[src/rtl/acc_seq_ctrl.sv]
// Control sequencer for the hash/crypto accelerator: IDLE -> WRITE -> WAIT_HASH -> READ -> DONE.
// Define ACC_SEQ_TIMEOUT_EN to bound the time spent in WAIT_HASH by TIMEOUT_CYCLES.
module acc_seq_ctrl #(
  parameter int DATA_W         = 32,
  parameter int MAX_WORDS      = 16,
  parameter int TIMEOUT_CYCLES = 1024,
  localparam int CNT_W         = $clog2(MAX_WORDS + 1)
) (
  input  logic              clk,
  input  logic              rst_n,
  input  logic              start_i,
  input  logic              clear_i,
  input  logic [CNT_W-1:0]  cfg_n_in_i,
  input  logic [CNT_W-1:0]  cfg_n_out_i,
  input  logic [DATA_W-1:0] in_data_i,
  input  logic              in_valid_i,
  output logic              in_ready_o,
  output logic [DATA_W-1:0] core_data_o,
  output logic              core_valid_o,
  input  logic              core_ready_i,
  output logic              core_start_o,
  output logic              core_abort_o,
  input  logic              core_done_i,
  input  logic [DATA_W-1:0] core_res_i,
  input  logic              core_res_valid_i,
  output logic              core_res_ready_o,
  output logic [DATA_W-1:0] out_data_o,
  output logic              out_valid_o,
  input  logic              out_ready_i,
  output logic [3:0]        status_o,
  output logic [3:0]        error_o,
  output logic              busy_o,
  output logic              irq_o
);

  typedef enum logic [2:0] {
    S_IDLE  = 3'd0,
    S_WRITE = 3'd1,
    S_WAIT  = 3'd2,
    S_READ  = 3'd3,
    S_DONE  = 3'd4
  } state_t;

  localparam logic [3:0] ERR_OKAY    = 4'h0;
  localparam logic [3:0] ERR_INVALID = 4'h1;
  localparam logic [3:0] ERR_OTHERS  = 4'h2;

  state_t           state;
  logic [CNT_W-1:0] n_in_q;
  logic [CNT_W-1:0] n_out_q;
  logic [CNT_W-1:0] in_cnt;
  logic [CNT_W-1:0] out_cnt;
  logic [CNT_W-1:0] in_cnt_nxt;
  logic [CNT_W-1:0] out_cnt_nxt;
  logic             cfg_ok;
  logic             in_hs;
  logic             out_hs;

  // Valid/ready: a word moves only in a cycle where valid and ready are both high;
  // the sequencer never buffers, it just gates the two streams by state.
  assign core_data_o      = in_data_i;
  assign core_valid_o     = in_valid_i && (state == S_WRITE);
  assign in_ready_o       = core_ready_i && (state == S_WRITE);
  assign out_data_o       = core_res_i;
  assign out_valid_o      = core_res_valid_i && (state == S_READ);
  assign core_res_ready_o = out_ready_i && (state == S_READ);

  assign in_hs  = in_valid_i && in_ready_o;
  assign out_hs = out_valid_o && core_res_ready_o;

  assign in_cnt_nxt  = in_cnt + CNT_W'(1);
  assign out_cnt_nxt = out_cnt + CNT_W'(1);

  assign cfg_ok = (cfg_n_in_i  != '0) && (cfg_n_in_i  <= CNT_W'(MAX_WORDS)) &&
                  (cfg_n_out_i != '0) && (cfg_n_out_i <= CNT_W'(MAX_WORDS));

  assign status_o = {1'b0, state};
  assign busy_o   = (state == S_WRITE) || (state == S_WAIT) || (state == S_READ);
  assign irq_o    = (state == S_DONE);

`ifdef ACC_SEQ_TIMEOUT_EN
  localparam int TO_W = (TIMEOUT_CYCLES > 2) ? $clog2(TIMEOUT_CYCLES) : 1;
  localparam logic [TO_W-1:0] TO_LAST = TO_W'(TIMEOUT_CYCLES - 1);
  logic [TO_W-1:0] wait_cnt;
`else
  logic unused_timeout;
  assign unused_timeout = (TIMEOUT_CYCLES > 0);
`endif

  always_ff @(posedge clk or negedge rst_n) begin
    if (!rst_n) begin
      state        <= S_IDLE;
      error_o      <= ERR_OKAY;
      n_in_q       <= '0;
      n_out_q      <= '0;
      in_cnt       <= '0;
      out_cnt      <= '0;
      core_start_o <= 1'b0;
      core_abort_o <= 1'b0;
`ifdef ACC_SEQ_TIMEOUT_EN
      wait_cnt     <= '0;
`endif
    end else begin
      core_start_o <= 1'b0;
      core_abort_o <= 1'b0;
      // Abort beats any handshake in the same cycle, so that word is never counted.
      if (busy_o && clear_i) begin
        state        <= S_DONE;
        error_o      <= ERR_OTHERS;
        core_abort_o <= 1'b1;
        in_cnt       <= '0;
        out_cnt      <= '0;
      end else begin
        case (state)
          S_IDLE: begin
            if (start_i && !clear_i) begin
              if (cfg_ok) begin
                n_in_q       <= cfg_n_in_i;
                n_out_q      <= cfg_n_out_i;
                in_cnt       <= '0;
                out_cnt      <= '0;
                error_o      <= ERR_OKAY;
                core_start_o <= 1'b1;
                state        <= S_WRITE;
              end else begin
                error_o <= ERR_INVALID;
                state   <= S_DONE;
              end
            end
          end
          S_WRITE: begin
            if (in_hs) begin
              in_cnt <= in_cnt_nxt;
              if (in_cnt_nxt == n_in_q) begin
                state <= S_WAIT;
`ifdef ACC_SEQ_TIMEOUT_EN
                wait_cnt <= '0;
`endif
              end
            end
          end
          S_WAIT: begin
            if (core_done_i) begin
              state <= S_READ;
`ifdef ACC_SEQ_TIMEOUT_EN
            end else if (wait_cnt == TO_LAST) begin
              state        <= S_DONE;
              error_o      <= ERR_OTHERS;
              core_abort_o <= 1'b1;
              in_cnt       <= '0;
              out_cnt      <= '0;
            end else begin
              wait_cnt <= wait_cnt + TO_W'(1);
`endif
            end
          end
          S_READ: begin
            if (out_hs) begin
              out_cnt <= out_cnt_nxt;
              if (out_cnt_nxt == n_out_q) state <= S_DONE;
            end
          end
          S_DONE: begin
            if (clear_i) begin
              state   <= S_IDLE;
              error_o <= ERR_OKAY;
            end
          end
          default: state <= S_IDLE;
        endcase
      end
    end
  end

endmodule

[config.mk]
export PLATFORM = sky130hd
export DESIGN_NAME = acc_seq_ctrl
export DESIGN_NICKNAME = d
export VERILOG_FILES = /design/src/rtl/acc_seq_ctrl.sv
export SDC_FILE = /design/constraint.sdc
export NUM_CORES = 1
export LEC_CHECK = 0
export BUFFER_PORTS_ARGS = -buffer_cell sky130_fd_sc_hd__buf_2
export CAP_MARGIN = 10
export CORE_ASPECT_RATIO = 1.4
export CORE_MARGIN = 2
export CORE_UTILIZATION = 40
export DETAILED_ROUTE_END_ITERATION = 10
export PLACE_DENSITY = 0.8
export SKIP_CTS_REPAIR_TIMING = 1
export SLEW_MARGIN = 25
export SYNTH_ARGS = -nofsm -noshare
export SYNTH_HDL_FRONTEND = slang
export SYNTH_SLANG_ARGS = --single-unit
[constraint.sdc]
create_clock -name clk -period 2.4 [get_ports clk]
set_input_delay 0.12 -clock clk [delete_from_list [all_inputs] [get_ports clk]]
set_output_delay 0.12 -clock clk [all_outputs]
set_load 0.01 [all_outputs]
After elaboration in Yosys (flattened, before gate mapping)
Index checks and enable logic that the tools add are counted.
{"block": "classes", "add_sub_neg": 2, "eq_ne": 14, "n_bitwise": 1, "div": 0, "shifts": 0, "order_cmp": 2, "n_mux": 28, "reduce_logical": 25, "mul": 0}
{"cell": "$mux 5", "count": 6}
{"cell": "$mux 3", "count": 9}
{"cell": "$pmux 5 s2", "count": 2}
{"cell": "$pmux 3 s5", "count": 1}
{"cell": "$mux 4", "count": 3}
{"cell": "$ne 3x2->1 const B", "count": 4}
{"cell": "$reduce_and 4->1", "count": 3}
{"cell": "$logic_and 1x1->1", "count": 11}
{"cell": "$add 5x1->5 const B", "count": 2}
{"cell": "$eq 5x5->1", "count": 2}
{"cell": "$le 5x5->1 const B", "count": 2}
{"cell": "$reduce_bool 5->1", "count": 2}
{"cell": "$reduce_bool 3->1", "count": 3}
{"cell": "$pmux 4 s2", "count": 1}
{"cell": "$reduce_and 7->1", "count": 1}
{"cell": "$eq 3x2->1 const B", "count": 2}
{"cell": "$mux 1", "count": 6}
{"cell": "$ne 3x1->1 const B", "count": 2}
{"cell": "$ne 3x3->1 const B", "count": 2}
{"cell": "$eq 3x1->1 const B", "count": 1}
{"cell": "$eq 3x3->1 const B", "count": 1}
{"cell": "$logic_not 3->1", "count": 1}
{"cell": "$reduce_and 3->1", "count": 1}
{"cell": "$logic_or 1x1->1", "count": 2}
{"cell": "other kinds (2)", "count": 2}
{"block": "totals", "rom_bits": 0, "out_inout_bits": 80, "latch_bits": 0, "ramBits": 0, "memories": 0, "elab_cells": 80, "register_bits": 29, "inputBits": 83}

Longest topological paths before layout
Gate-level depths: netlist of run 1.
{"block": "logic_depth", "ltp_word": 8, "depth_mapped": 7, "ltp_nobuf": 6}

Least setup slack after synthesis of run 1
No wires, ideal clock.
{"block": "synth_timing", "kind": "register -> register", "startpoint": "register out_cnt[0]", "endpoint": "register state[1]", "synth_period_minus_slack_ns": 1.985, "required_time_ns": 2.276, "slack_ns": 0.415, "arrival_time_ns": 1.861, "n_path_buf": 0, "setup_ns": 0.124, "stages_incl_launch_ff": 7, "path_cell_list": "dfrtp_1 ha_1 nor2b_1 or3_1 a311oi_1 a2111oi_0 a211o_2"}
{"block": "synth_between", "elab_chain_len": 4}
{"item": "start: declaration", "line": "52", "text": "logic [CNT_W-1:0] out_cnt;"}
{"item": "start signal: assignment", "line": "159", "text": "out_cnt <= out_cnt_nxt;"}
{"item": "$add 5x1->5", "line": "72", "text": "assign out_cnt_nxt = out_cnt + CNT_W'(1);"}
{"item": "$eq 5x5->1", "line": "160", "text": "if (out_cnt_nxt == n_out_q) state <= S_DONE;"}
{"item": "$ne 3x1->1 (no source line)"}
{"item": "$reduce_and 7->1 (no source line)"}
{"item": "end signal: assignment", "line": "160"}
{"item": "end signal: assignment", "line": "165", "text": "state <= S_IDLE;"}
{"item": "end signal: assignment", "line": "169", "text": "default: state <= S_IDLE;"}
{"item": "end: declaration", "line": "48", "text": "state_t state;"}
Every way passes these cells.
A chain may end at the register's enable or synchronous reset.

Worst setup path after layout of run 1
Same ends and word-level chain as after synthesis.

==> flow_summary.json, run 1 <==
{
  "status": "completed",
  "finish.utilization_pct": 36.6,
  "rows": 32,
  "dr.pass1.iters": 4,
  "peakVddDrop_v": 0.000393,
  "synth_seq_area_share_pct": 30.7,
  "finalCritPeriodShare_pct": 90.3,
  "clk_latency_ns": 0.26,
  "htreeDepth": 1,
  "vias_per_cell": 5.65,
  "worstMarginPinSlew_ns": 0.634,
  "die_h_microns": 91.8,
  "clockRootBuffer": "clkbuf_8",
  "hold_violations": 0,
  "slew_viol_final": 0,
  "synthFlopType": "dfrtp_1",
  "postRouteAntennaNets": 0,
  "core_area_sq_um": 5410,
  "mostFrequentLayoutCells": "31 x buf_2, 27 x dfrtp_1, 11 x o21ai_0, 10 x nand2_1, 10 x mux2_2",
  "synth-async-reset-ratio_pct": 100,
  "syn-instance-count": 238,
  "whs_ns": 0.100,
  "p_leak_nw": 0.898,
  "grt_max_degree": 28,
  "n_fill_cell": 563,
  "grt_pass1_wl_microns": 6890,
  "initial_utilization_pct": 40.7,
  "wirelength_microns": 4360,
  "synth-seq-cells": 27,
  "cts_buffer_depth": 2,
  "tns_ns": 0,
  "hpwl_microns": 3320,
  "drt_iter0_drc": 55,
  "p_total_mw": 1.85,
  "startpoint_type": "flip-flop",
  "cts_buffers": 3,
  "finalCriticalPeriod_ns": 2.17,
  "die_area_sq_um": 6120,
  "cts_num_sinks": 27,
  "fp.dieW_microns": 66.7,
  "synth_edf_count": 0,
  "grt_setup_unrepaired": "false",
  "num_antenna_cells": 0,
  "fmax_ghz": 0.461,
  "required_ns": 2.56,
  "clk_pin_slew_ns": 0.09,
  "track_usage_pct": 14.2,
  "grt_pass1_vias": 1501,
  "io_pins": 163,
  "wire_per_inst_microns": 16.0,
  "synthDistinctLibCells": 55,
  "drc": 0,
  "cts_tree": "done",
  "worstPathArrival_ns": 2.33,
  "power_density_nw_per_um2": 934,
  "avgSynthCellArea_sq_um": 9.25,
  "skew_ns": 0.00246,
  "layout_commonest_cell": "buf_2",
  "nNetsFinal": 291,
  "cp_max_fo": 7,
  "layout-drive-gt1-share_pct": 29.3,
  "syn_to_final_growth_pct": -10.1,
  "vias": 1542,
  "path_class": "flip-flop to flip-flop",
  "slew_headroom_pct": 57.8,
  "setup_viol_count_final": 0,
  "hold_path.class": "input port to flip-flop",
  "antenna_found_initial": 0,
  "io_buffer_count": 31,
  "gp_congestion": 0.765,
  "endpoint_kind": "flip-flop",
  "grt_overflow": 0,
  "ys_warn_count": 0,
  "max-cap-violations": 0,
  "netlist_area_sq_um": 2200
}
-- where the power goes --
group | leakage, nW | internal [mW] | switching (mW)
sequential | 0.354 | 0.586 | 0.152
combinational | 0.520 | 0.403 | 0.451
clock | 0.0228 | 0.119 | 0.137
-- critical path, stage by stage (launching register included) --
cell,delay [ns]
dfrtp_1,0.44
ha_1,0.29
nor2b_1,0.15
or3_1,0.33
a311oi_1,0.36
a2111oi_0,0.16
a211o_2,0.33
-- cells in the mapped netlist, drive strengths merged (3+ instances only) --
library cell	count	area share (%)
xor2	4	1.6
a22o	3	1.6
nor4	4	1.1
nand3	5	1.1
nor2b	5	1.4
or3	5	1.5
o31ai	5	1.7
or2	3	0.85
o21ai	11	2.5
nor3b	4	1.4
a21oi	3	0.68
nand2	10	1.7
dfrtp	27	31
nor2	8	1.4
nor3	6	1.4
xnor2	8	3.2
inv	4	0.68
and3	3	0.85
and2	3	0.85
mux2	10	5.1
a211oi	3	1.3
buf	74	25
-- flip-flops by register name, summed over array words and instances, names as in the netlist --
signal	count
state	3
out_cnt	5
core_start_o	1
n_out_q	5
in_cnt	5
core_abort_o	1
error_o	2
n_in_q	5
-- final timing paths --
| path | slack (ns) | from | cells after the start | to |
|---|---|---|---|---|
| worst max-delay path | 0.23 | out_cnt[0] | 6 | state[1] |
| worst min-delay path | 0.10 | cfg_n_in_i[0] | 2 | n_in_q[0] |
| worst max register to register | 0.23 | out_cnt[0] | 6 | state[1] |
| worst min register to register | 0.51 | error_o[0] | 1 | error_o[0] |
| max in group asynchronous | 1.58 | rst_n | 2 | out_cnt[4] |
| min in group asynchronous | 0.40 | rst_n | 2 | error_o[0] |
-- area by class of cell --
class / count / area (sq um) / share of cell area [%]
Tap cell: 68 / 85.1 / 4.30
Multi-Input combinational cell: 135 / 970 / 49.0
Timing Repair Buffer: 35 / 188 / 9.49
Inverter: 4 / 15.0 / 0.759
Clock buffer: 4 / 45.0 / 2.28
Sequential cell: 27 / 676 / 34.2
-- metal layers --
layer  global-route usage, %  vias to the layer above  share of wire, %
li1                        -                      708                 -
met1                    15.8                      751                40
met2                    24.1                       51                48
met3                    2.58                       32               7.4
met4                    9.52                        0               5.1
met5                       0                        -                 0
-- cells by family (layout without fill, tap and decap cells) --
kind of cell / after synthesis / after routing / synth area share, %
muxes: 10 / 10 / 5.12
adders and majority gates: 2 / 2 / 1.14
DFF: 27 / 27 / 30.7
other: 1 / 3 / 0.170
buffers and inverters: 78 / 43 / 25.6
AOI/OAI and AO/OA: 44 / 44 / 15.4
xor gates and xnor gates: 12 / 12 / 4.78
and+or+nand+nor: 64 / 64 / 17.1
-- through the flow --
stage | worst slack [ns] | instances | instance area, sq um
finish | 0.233 | 273 | 1980
global placement | 0.308 | 268 | 1920
detailed placement | 0.277 | 268 | 1920
floorplan | 0.415 | 240 | 2210
global route | 0.135 | 273 | 1980
CTS | 0.262 | 272 | 1970
No activity file was read; power rests on OpenSTA's default activity.
==> inputs of run 2 (changes only) <==
--- a/config.mk
+++ b/config.mk
@@ -9,9 +9,10 @@
 export CAP_MARGIN = 10
 export CORE_ASPECT_RATIO = 1.4
 export CORE_MARGIN = 2
-export CORE_UTILIZATION = 40
+export CORE_UTILIZATION = 37
 export DETAILED_ROUTE_END_ITERATION = 10
-export PLACE_DENSITY = 0.8
+export GPL_TIMING_DRIVEN = 0
+export PLACE_DENSITY = 0.77
 export SKIP_CTS_REPAIR_TIMING = 1
 export SLEW_MARGIN = 25
 export SYNTH_ARGS = -nofsm -noshare
==> constraint.sdc (replaced) <==
create_clock -name clk -period 1.94 [get_ports clk]
set_input_delay 0.097 -clock clk [delete_from_list [all_inputs] [get_ports clk]]
set_output_delay 0.097 -clock clk [all_outputs]
set_load 0.01 [all_outputs]
==> run 2 against run 1 <==
The run now ends with setup timing left; via count grew 39%; die area grew 7.7%; worst setup slack lost 0.24 ns; non-clock buffer count grew 155; critical endpoint is now state[0]; clock skew grew 0.0017 ns; total power grew 62%; critical path type unchanged; combinational power grew 110%.
==> flow_summary.json, run 2 (synthesis gave the netlist of run 1 again) <==
{
  "status": "finished with violations",
  "violations": "setup timing",
  "slew_headroom_pct": 56.6,
  "p_sw_share_pct": 38.7,
  "nNetsFinal": 446,
  "cts_num_sinks": 27,
  "grt_pass1_vias": 1801,
  "vias": 2143,
  "reg2reg_setup_slack_ns": -0.01,
  "grt_max_degree": 28,
  "crit_buf_inv": 0,
  "clockRootBuffer": "clkbuf_8",
  "io_pins": 163,
  "startpoint_type": "flip-flop",
  "netSwitchingPower_mw": 1.16,
  "reg2reg_from": "out_cnt[0]",
  "initial_utilization_pct": 37.8,
  "layout_commonest_cell": "buf_2",
  "required_ns": 2.10,
  "crit_path_start": "out_cnt[0]",
  "track_usage_pct": 14.9,
  "gp_congestion": 0.820,
  "fp.dieW_microns": 69.2,
  "cts_tree": "done",
  "wirelength_microns": 5890,
  "wire_per_inst_microns": 13.7,
  "grt_pass1_wl_microns": 8110,
  "p_total_mw": 2.99,
  "crit_family": "simple AND/OR/NAND/NOR gates",
  "slew_viol_final": 0,
  "max-cap-violations": 0,
  "tns_ns": -0.0118,
  "finalCriticalPeriod_ns": 1.95,
  "hpwl_microns": 4350,
  "worstMarginPinSlew_ns": 0.651,
  "power_density_nw_per_um2": 941,
  "finalCritPeriodShare_pct": 101,
  "dr.pass1.iters": 4,
  "vias_per_cell": 4.98,
  "setup_viol_count_final": 1,
  "clk_pin_slew_ns": 0.10,
  "peakVddDrop_v": 0.000404,
  "skew_ns": 0.00414,
  "internal_power_mw": 1.84,
  "p_clk_share_pct": 10.9,
  "clk_latency_ns": 0.27,
  "io_buffer_count": 95,
  "p_leak_nw": 1.64,
  "drc": 0,
  "hold_violations": 0,
  "cts_buffer_depth": 2,
  "die_area_sq_um": 6590,
  "mostFrequentLayoutCells": "95 x buf_2, 84 x buf_4, 24 x dfrtp_1, 10 x o21ai_0",
  "hold_path.class": "input port to flip-flop",
  "dp.cells": 405,
  "fmax_ghz": 0.512,
  "antenna_found_initial": 0,
  "drt_iter0_drc": 66,
  "core_area_sq_um": 5820,
  "cpMaxStageDelayCell": "dfrtp_2",
  "grt_overflow": 0,
  "pwr-share-comb_pct": 60.1,
  "post-place-ws_ns": -0.183,
  "cp_num_cells": 6,
  "rows": 33,
  "cp_max_fo": 5,
  "cp_cell_sequence": "ha_4 -> nor2b_1 -> or3_4 -> a311oi_4 -> nor2_2 -> or3_1",
  "die_h_microns": 95.3,
  "endpoint": "state[0]",
  "num_antenna_cells": 0,
  "setup_slack_ns": -0.0118,
  "whs_ns": 0.0693,
  "htreeDepth": 1,
  "max_stage_delay_ns": 0.46,
  "pwr-share-seq_pct": 29.0,
  "layout-drive-gt1-share_pct": 64.4,
  "cts_buffers": 3,
  "reg2reg_to": "state[0]",
  "endpoint_kind": "flip-flop",
  "r2r_cells": 6,
  "postRouteAntennaNets": 0,
  "syn_to_final_growth_pct": 44.5,
  "grt_setup_unrepaired": "true",
  "path_class": "flip-flop to flip-flop",
  "stdcell_count": 430,
  "worstPathArrival_ns": 2.11
}
==> run 2: worst reg2reg max path, delay by kind of cell (launching register included) <==
kind / cells / cell delay (ns)
AND/OR/NAND/NOR: 4 / 0.87
flip-flops: 1 / 0.46
AO/OA/AOI/OAI: 1 / 0.32
adder cells (fa/ha/maj): 1 / 0.19
==> run 2: through the flow <==
stage               area (sq um)  utilization [%]
CTS                         2830             48.5
detailed placement          2780             47.8
global route                3180             54.6
floorplan                   2220                -
global placement            2780             47.8
finish                      3180             54.6
==> run 2: power groups by stage <==
| stage | clock [mW] | combinational (mW) | sequential, mW |
|---|---|---|---|
| finish | 0.327 | 1.80 | 0.868 |
| global placement | 0 | 1.30 | 0.865 |
| floorplan | 0 | 0.968 | 0.865 |
| CTS | 0.337 | 1.34 | 0.858 |
| global route | 0.365 | 1.93 | 0.884 |
| detailed placement | 0 | 1.34 | 0.870 |
==> run 2: how the worst min path moves through the flow <==
| stage | start | to | cells after the start |
|---|---|---|---|
| 3_3_place_gp | rst_n | out_cnt[3] | 1 |
| 5_1_grt | cfg_n_in_i[2] | n_in_q[2] | 2 |
| 6_report | cfg_n_in_i[2] | n_in_q[2] | 2 |
| 3_5_place_dp | rst_n | n_out_q[1] | 1 |
| 2_1_floorplan | rst_n | core_abort_o | 0 |
| 4_1_cts | rst_n | out_cnt[3] | 1 |
==> run 2: final cells by class <==
type | instances | area, sq um
repair buffers | 117 | 672
clock buffers | 4 | 45.0
multi-input cells | 135 | 1120
fillers | 529 | 2640
well taps | 70 | 87.6
flip-flops and latches | 27 | 679
inverters | 4 | 15.0
plain buffers | 73 | 563
==> run 2: routing by layer <==
| metal | wire, microns | track usage, % | vias to the layer above |
|---|---|---|---|
| met5 | 0 | 0 | - |
| met4 | 35 | 3.43 | 0 |
| met3 | 540 | 3.70 | 4 |
| met2 | 3210 | 29.2 | 128 |
| met1 | 2100 | 16.1 | 993 |
| li1 | - | - | 1018 |
